## src/rtl/cross_bar_nxm.sv

```systemverilog
// N-host x M-agent crossbar with one round-robin arbiter per agent and a per-host read capture register.
// Optional per-agent grant watchdog: define CROSS_BAR_NXM_TIMEOUT_EN.
module cross_bar_nxm #(
  parameter int DW      = 32,
  parameter int AW      = 32,
  parameter int N_HOST  = 4,
  parameter int N_AGENT = 4,
  parameter int QUANTUM = 4,
  parameter int TIMEOUT = 16
) (
  input  logic                                  clk_i,
  input  logic                                  reset_i,
  input  logic [N_HOST-1:0]                     req_i,
  input  logic [N_HOST-1:0]                     cmd_i,
  input  logic [N_HOST*AW-1:0]                  addr_i,
  input  logic [N_HOST*DW-1:0]                  wdata_i,
  input  logic [N_HOST-1:0]                     resp_i,
  output logic [N_HOST*DW-1:0]                  rdata_o,
  output logic [N_HOST-1:0]                     ack_o,
  input  logic [N_AGENT-1:0]                    ack_i,
  output logic [N_AGENT-1:0]                    req_o,
  output logic [N_AGENT-1:0]                    cmd_o,
  output logic [N_AGENT*AW-1:0]                 addr_o,
  input  logic [N_AGENT*DW-1:0]                 agent_word_i,
  output logic [N_AGENT*DW-1:0]                 host_word_o,
  output logic [N_HOST-1:0]                     err_o,
  output logic [N_AGENT-1:0]                    dbg_grant_o,
  output logic [N_AGENT*$clog2(N_HOST)-1:0]     dbg_owner_o
);
  localparam int HW  = $clog2(N_HOST);
  localparam int AGW = $clog2(N_AGENT);
  localparam int CW  = $clog2(QUANTUM + 1);

  if (N_HOST < 2 || N_AGENT < 2 || QUANTUM < 1 || TIMEOUT < 1) begin : g_param_check
    $error("cross_bar_nxm: illegal parameter combination");
  end

  // Handshake: a transfer completes on any cycle where req_o[a] and ack_i[a] are both high;
  // ack_o[owner] mirrors ack_i[a] combinationally in that same cycle.
  logic [N_HOST-1:0]  w_want      [N_AGENT];
  logic [N_AGENT-1:0] r_busy, w_busy_nxt;
  logic [HW-1:0]      r_owner     [N_AGENT];
  logic [HW-1:0]      w_owner_nxt [N_AGENT];
  logic [HW-1:0]      r_ptr       [N_AGENT];
  logic [HW-1:0]      w_ptr_nxt   [N_AGENT];
  logic [CW-1:0]      r_cnt       [N_AGENT];
  logic [CW-1:0]      w_cnt_nxt   [N_AGENT];
  logic [DW-1:0]      r_rdata     [N_HOST];
`ifdef CROSS_BAR_NXM_TIMEOUT_EN
  localparam int TW = $clog2(TIMEOUT + 1);
  logic [TW-1:0]      r_wdog      [N_AGENT];
  logic [TW-1:0]      w_wdog_nxt  [N_AGENT];
  logic [N_HOST-1:0]  r_err, w_err_nxt;
`endif

  // First set bit of v at or after start, cyclically; MSB flags whether one was found.
  function automatic logic [HW:0] pick(input logic [N_HOST-1:0] v, input logic [HW-1:0] start);
    logic [HW:0] res;
    res = '0;
    for (int i = 0; i < N_HOST; i++) begin
      int j;
      j = int'(start) + i;
      if (j >= N_HOST) j = j - N_HOST;
      if (!res[HW] && v[j]) res = {1'b1, HW'(j)};
    end
    return res;
  endfunction

  always_comb begin
    for (int a = 0; a < N_AGENT; a++) begin
      for (int h = 0; h < N_HOST; h++) begin
        w_want[a][h] = req_i[h] && (addr_i[h*AW + AW-1 -: AGW] == AGW'(a));
      end
    end
  end

  // Arbiter next-state: IDLE (r_busy=0) or GRANT(owner, cnt).
  always_comb begin : p_next
    logic [HW:0]       v_pick;
    logic [CW-1:0]     v_cnt_inc;
    logic [N_HOST-1:0] v_others;
    logic [HW-1:0]     v_ptr;
    logic              v_quota, v_tmo, v_rel;
    v_pick = '0; v_cnt_inc = '0; v_others = '0; v_ptr = '0;
    v_quota = 1'b0; v_tmo = 1'b0; v_rel = 1'b0;
`ifdef CROSS_BAR_NXM_TIMEOUT_EN
    w_err_nxt = '0;
`endif
    for (int a = 0; a < N_AGENT; a++) begin
      w_busy_nxt[a]  = r_busy[a];
      w_owner_nxt[a] = r_owner[a];
      w_ptr_nxt[a]   = r_ptr[a];
      w_cnt_nxt[a]   = r_cnt[a];
`ifdef CROSS_BAR_NXM_TIMEOUT_EN
      w_wdog_nxt[a]  = '0;
`endif
      if (!r_busy[a]) begin
        v_pick = pick(w_want[a], r_ptr[a]);
        if (v_pick[HW]) begin
          w_busy_nxt[a]  = 1'b1;
          w_owner_nxt[a] = v_pick[HW-1:0];
          w_cnt_nxt[a]   = '0;
        end
      end else begin
        v_cnt_inc = r_cnt[a] + CW'(ack_i[a]);
        v_others  = w_want[a] & ~(N_HOST'(1) << r_owner[a]);
        v_quota   = ack_i[a] && (v_cnt_inc == CW'(QUANTUM));
        v_tmo     = 1'b0;
`ifdef CROSS_BAR_NXM_TIMEOUT_EN
        v_tmo         = !ack_i[a] && (r_wdog[a] == TW'(TIMEOUT - 1));
        w_wdog_nxt[a] = ack_i[a] ? '0 : r_wdog[a] + 1'b1;
`endif
        v_rel = !w_want[a][r_owner[a]] || (v_quota && |v_others) || v_tmo;
        if (v_rel) begin
          v_ptr  = (r_owner[a] == HW'(N_HOST - 1)) ? '0 : r_owner[a] + 1'b1;
          v_pick = pick(v_others, v_ptr);
          w_ptr_nxt[a]   = v_ptr;
          w_busy_nxt[a]  = v_pick[HW];
          w_owner_nxt[a] = v_pick[HW] ? v_pick[HW-1:0] : r_owner[a];
          w_cnt_nxt[a]   = '0;
`ifdef CROSS_BAR_NXM_TIMEOUT_EN
          w_wdog_nxt[a]  = '0;
          if (v_tmo) w_err_nxt[r_owner[a]] = 1'b1;
`endif
        end else begin
          w_cnt_nxt[a] = v_quota ? '0 : v_cnt_inc;
        end
      end
    end
  end

  always_ff @(posedge clk_i) begin
    if (reset_i) begin
      r_busy <= '0;
      for (int a = 0; a < N_AGENT; a++) begin
        r_owner[a] <= '0;
        r_ptr[a]   <= '0;
        r_cnt[a]   <= '0;
`ifdef CROSS_BAR_NXM_TIMEOUT_EN
        r_wdog[a]  <= '0;
`endif
      end
      for (int h = 0; h < N_HOST; h++) r_rdata[h] <= '0;
`ifdef CROSS_BAR_NXM_TIMEOUT_EN
      r_err <= '0;
`endif
    end else begin
      r_busy <= w_busy_nxt;
      for (int a = 0; a < N_AGENT; a++) begin
        r_owner[a] <= w_owner_nxt[a];
        r_ptr[a]   <= w_ptr_nxt[a];
        r_cnt[a]   <= w_cnt_nxt[a];
`ifdef CROSS_BAR_NXM_TIMEOUT_EN
        r_wdog[a]  <= w_wdog_nxt[a];
`endif
        if (r_busy[a] && ack_i[a] && !cmd_i[r_owner[a]]) begin
          r_rdata[r_owner[a]] <= agent_word_i[a*DW +: DW];
        end
      end
`ifdef CROSS_BAR_NXM_TIMEOUT_EN
      r_err <= w_err_nxt;
`endif
    end
  end

  always_comb begin
    req_o = '0; cmd_o = '0; addr_o = '0; host_word_o = '0; ack_o = '0; dbg_owner_o = '0;
    for (int a = 0; a < N_AGENT; a++) begin
      dbg_owner_o[a*HW +: HW] = r_owner[a];
      if (r_busy[a]) begin
        req_o[a]                  = 1'b1;
        cmd_o[a]                  = cmd_i[r_owner[a]];
        addr_o[a*AW +: AW]        = addr_i[r_owner[a]*AW +: AW];
        host_word_o[a*DW +: DW]   = wdata_i[r_owner[a]*DW +: DW];
        if (ack_i[a] && !reset_i) ack_o[r_owner[a]] = 1'b1;
      end
    end
    for (int h = 0; h < N_HOST; h++) begin
      rdata_o[h*DW +: DW] = resp_i[h] ? r_rdata[h] : '0;
    end
  end

  assign dbg_grant_o = r_busy;
`ifdef CROSS_BAR_NXM_TIMEOUT_EN
  assign err_o = r_err;
`else
  assign err_o = '0;
`endif
endmodule
```

## config.mk

```make
export PLATFORM = sky130hd
export DESIGN_NAME = cross_bar_nxm
export DESIGN_NICKNAME = d
export VERILOG_FILES = /design/src/rtl/cross_bar_nxm.sv
export SDC_FILE = /design/constraint.sdc
export NUM_CORES = 1
export LEC_CHECK = 0
export CORE_AREA = 4 4 318 320
export DETAILED_ROUTE_END_ITERATION = 10
export DIE_AREA = 0 0 322 324
export PLACE_DENSITY = 0.51
export RECOVER_POWER = 25
export SLEW_MARGIN = 30
export SYNTH_ARGS = -nofsm -noshare
export SYNTH_HDL_FRONTEND = slang
export SYNTH_SLANG_ARGS = --single-unit
```

## constraint.sdc

```tcl
create_clock -name clk_i -period 4.1 [get_ports clk_i]
set_clock_uncertainty 0.1 [all_clocks]
set_input_delay 0.82 -clock clk_i [delete_from_list [all_inputs] [get_ports clk_i]]
set_output_delay 0.82 -clock clk_i [all_outputs]
set_load 0.01 [all_outputs]
```

==> impl_metrics.json <==
{
  "cp-end-kind": "output port",
  "ys_ff_latch": 160,
  "post_cts_resized": 0,
  "place_hpwl_um": 92800,
  "ys_seq_area_share_pct": 22.0,
  "pin_count": 814,
  "io_buffers": 809,
  "drv_cap": 0,
  "cts_buffers": 17,
  "clk_path_buf_depth": 2,
  "worstSetupPathType": "flip-flop to output port",
  "cts_tree": "done",
  "slew_headroom_pct": 17.8,
  "grt_setup_unrepaired": "false",
  "wl_um": 122000,
  "die_y_um": 324,
  "synth_area_per_cell_um2": 9.22,
  "ys.flop_type": "edfxtp_1",
  "fin_cells": 4211,
  "h-tree-depth": 4,
  "drive_gt1_share_pct": 14.7,
  "die_w_um": 322,
  "setup-violations-final": 0,
  "antenna_found_initial": 41,
  "cpPeakStageDelay_ns": 0.90,
  "worst-path-max-fanout": 35,
  "path_depth": 4,
  "synthArstFlopShare_pct": 0,
  "die_area_um2": 104000,
  "grt_most_used_layer": "met2",
  "grt_pass1_wl_um": 168000,
  "rows": 115,
  "min_path_cells": 2,
  "track_usage_pct": 22.1,
  "via_per_inst": 5.32,
  "num_vias": 22395,
  "crit_required_ns": 3.18,
  "final-hold-violation-count": 0,
  "syn_area_um2": 20400,
  "gr-total-overflow": 0,
  "min_period_over_period_pct": 94.6,
  "syn_to_final_growth_pct": 51.4,
  "startpoint_type": "flip-flop",
  "post-cts-setup-buffer-count": 0,
  "fin_tns_setup_ns": 0,
  "drt_pass1_iterations": 6,
  "initial_core_util_pct": 20.7,
  "worst_slew_pin_slew_ns": 1.23,
  "place_inst": 4156,
  "min_period_ns": 3.88,
  "use_met1_pct": 26.1,
  "power.leakage_nw": 10.1,
  "yosysTopAreaCell": "mux4_2",
  "synth.top_cells.by_area": "mux4_2 (29%), edfxtp_1 (19%), and2_1 (12%)",
  "arrival_ns": 2.96,
  "grt_max_degree": 79,
  "status": "finished clean",
  "drcViolationCount": 0,
  "wire_per_inst_um": 28.9,
  "grt.met3_usage_pct": 4.58,
  "cpLargestDelayFamily": "buffers and inverters",
  "cts-root-buf": "clkbuf_16",
  "insertion_delay_ns": 0.45,
  "cts_hold_buffers": 0,
  "power_mw": 11.2,
  "clock.fmax_mhz": 258,
  "core_um2": 98100,
  "clock_sinks": 160,
  "final_antenna_net_count": 0,
  "synthCells": 2207,
  "worstPathCellList": "clkbuf_2 -> mux4_2 -> and2_1 -> clkdlybuf4s50_1",
  "worstHoldPathType": "flip-flop to flip-flop",
  "final_util_pct": 31.4,
  "drt_iter0_markers": 2241,
  "hold_slack_ns": 0.383,
  "path_buf_inv": 2,
  "vdd_drop_max_mv": 0.258,
  "synth_edf_count": 128,
  "r2r_cells": 8,
  "ys.warnings.count": 0,
  "grtUsageMet2_pct": 39.0,
  "synth_cell_type_count": 87,
  "p_per_area_nw_per_um2": 362,
  "final_nets": 3314,
  "drv_slew": 0,
  "clk_pin_slew_ns": 0.07,
  "synth_top_area_share_pct": 29.4,
  "globalplace.congestion": 0.888,
  "slowest_stage": "clkbuf_2",
  "grt_pass1_vias": 21560
}
==> cells in the mapped netlist (5+ instances only) <==
cell / n
nand4_1: 5
o21ai_1: 49
ha_1: 24
nand3b_1: 8
and3b_1: 10
o21ai_0: 202
and4bb_2: 5
edfxtp_1: 128
o31ai_1: 5
a31oi_1: 8
nand3_1: 186
inv_1: 20
nor3b_1: 9
and2_1: 395
mux2i_1: 5
a22oi_1: 12
nor4_1: 8
nor2_1: 42
buf_2: 46
nor3_1: 18
a21oi_1: 88
a221oi_1: 38
buf_1: 15
or4_1: 8
nand4b_1: 5
nand2_1: 259
a211oi_1: 5
dfxtp_1: 32
clkbuf_1: 164
o22ai_1: 7
and3_1: 10
nor2b_1: 6
o211ai_1: 10
nand4bb_1: 6
or3_1: 5
buf_4: 9
mux4_2: 266
==> area by class of cell <==
| class | count | area [um^2] |
|---|---|---|
| diodes | 23 | 57.6 |
| clock buffers | 17 | 425 |
| clock inverters | 15 | 188 |
| fillers | 10357 | 67300 |
| inverters | 20 | 75.1 |
| multi-input cells | 1791 | 14800 |
| flip-flops and latches | 160 | 4520 |
| well taps | 1287 | 1610 |
| repair buffers | 898 | 9100 |
==> routing by layer <==
metal,part of all wire [%],wire (um),vias to the layer above
li1,-,-,9770
met1,37,44800,11104
met2,50,61300,1319
met3,8.1,9850,194
met4,4.6,5560,8
met5,0.044,53,-
==> sequential cells by signal, indices dropped and copies added (netlist names) <==
signal	cells
r_owner	8
r_ptr	8
r_rdata	128
dbg_grant_o	4
r_cnt	12
==> worst register-to-register path, stage by stage, from the launching register on <==
cell	delay, ns
dfxtp_4	0.70
inv_1	0.31
ha_1	0.29
nor4b_1	0.94
or4_1	0.33
nor2_1	0.06
a311o_1	0.37
a211oi_1	0.21
a211oi_1	0.08
==> cell families after synthesis <==
family / after synthesis / share of synthesized area [%]
and+or+nand+nor: 1014 / 27.4
AOI/OAI and AO/OA: 475 / 14.0
muxes: 271 / 29.7
buffers and inverters: 259 / 5.32
DFF: 160 / 22.0
adders and majority gates: 24 / 1.48
xor gates and xnor gates: 3 / 0.129
other: 1 / 0.0184
==> metrics by stage <==
| stage | cell area, um^2 | worst slack (ns) |
|---|---|---|
| after floorplan | 20400 | 0.303 |
| after global placement | 30300 | 0.287 |
| after detailed placement | 30300 | 0.323 |
| after CTS | 30900 | 0.270 |
| after global routing | 30800 | 0.158 |
| final | 30800 | 0.222 |
==> report_power, final <==
part / switching, mW / total, mW / internal, mW
combinational: 3.41 / 7.11 / 3.70
sequential: 0.316 / 2.29 / 1.98
clock: 0.823 / 1.75 / 0.930
total: 4.55 / 11.2 / 6.61
==> cell usage in the layout, fill, tap and decap left out, types with 6 or more instances in the layout <==
cell / instances
clkdlybuf4s50_1: 802
and2_1: 390
mux4_2: 266
nand2_1: 257
o21ai_0: 240
nand3_1: 184
edfxtp_1: 128
a21oi_1: 88
buf_4: 49
nor2_1: 41
a221oi_1: 38
buf_12: 29
ha_1: 24
diode_2: 23
dfxtp_1: 23
inv_1: 20
clkbuf_16: 17
nor3_1: 15
a22oi_1: 12
o21ai_1: 11
and3_1: 10
and3b_1: 10
o211ai_1: 10
nor4_1: 9
nor3b_1: 9
nand3b_1: 8
a31oi_1: 8
or4_1: 8
dfxtp_4: 8
o22ai_1: 7
dlygate4sd3_1: 7
nor2b_1: 6
nand4bb_1: 6
==> worst paths after layout <==
check	startpoint	endpoint	slack, ns
max reg2reg	r_owner[0][1]	r_owner[0][0]	0.59
min reg2reg	r_cnt[3][2]	r_cnt[3][2]	0.38
min	r_cnt[3][2]	r_cnt[3][2]	0.38
max	r_owner[3][1]	host_word_o[101]	0.22
No activity file was read; power rests on OpenSTA's default activity.
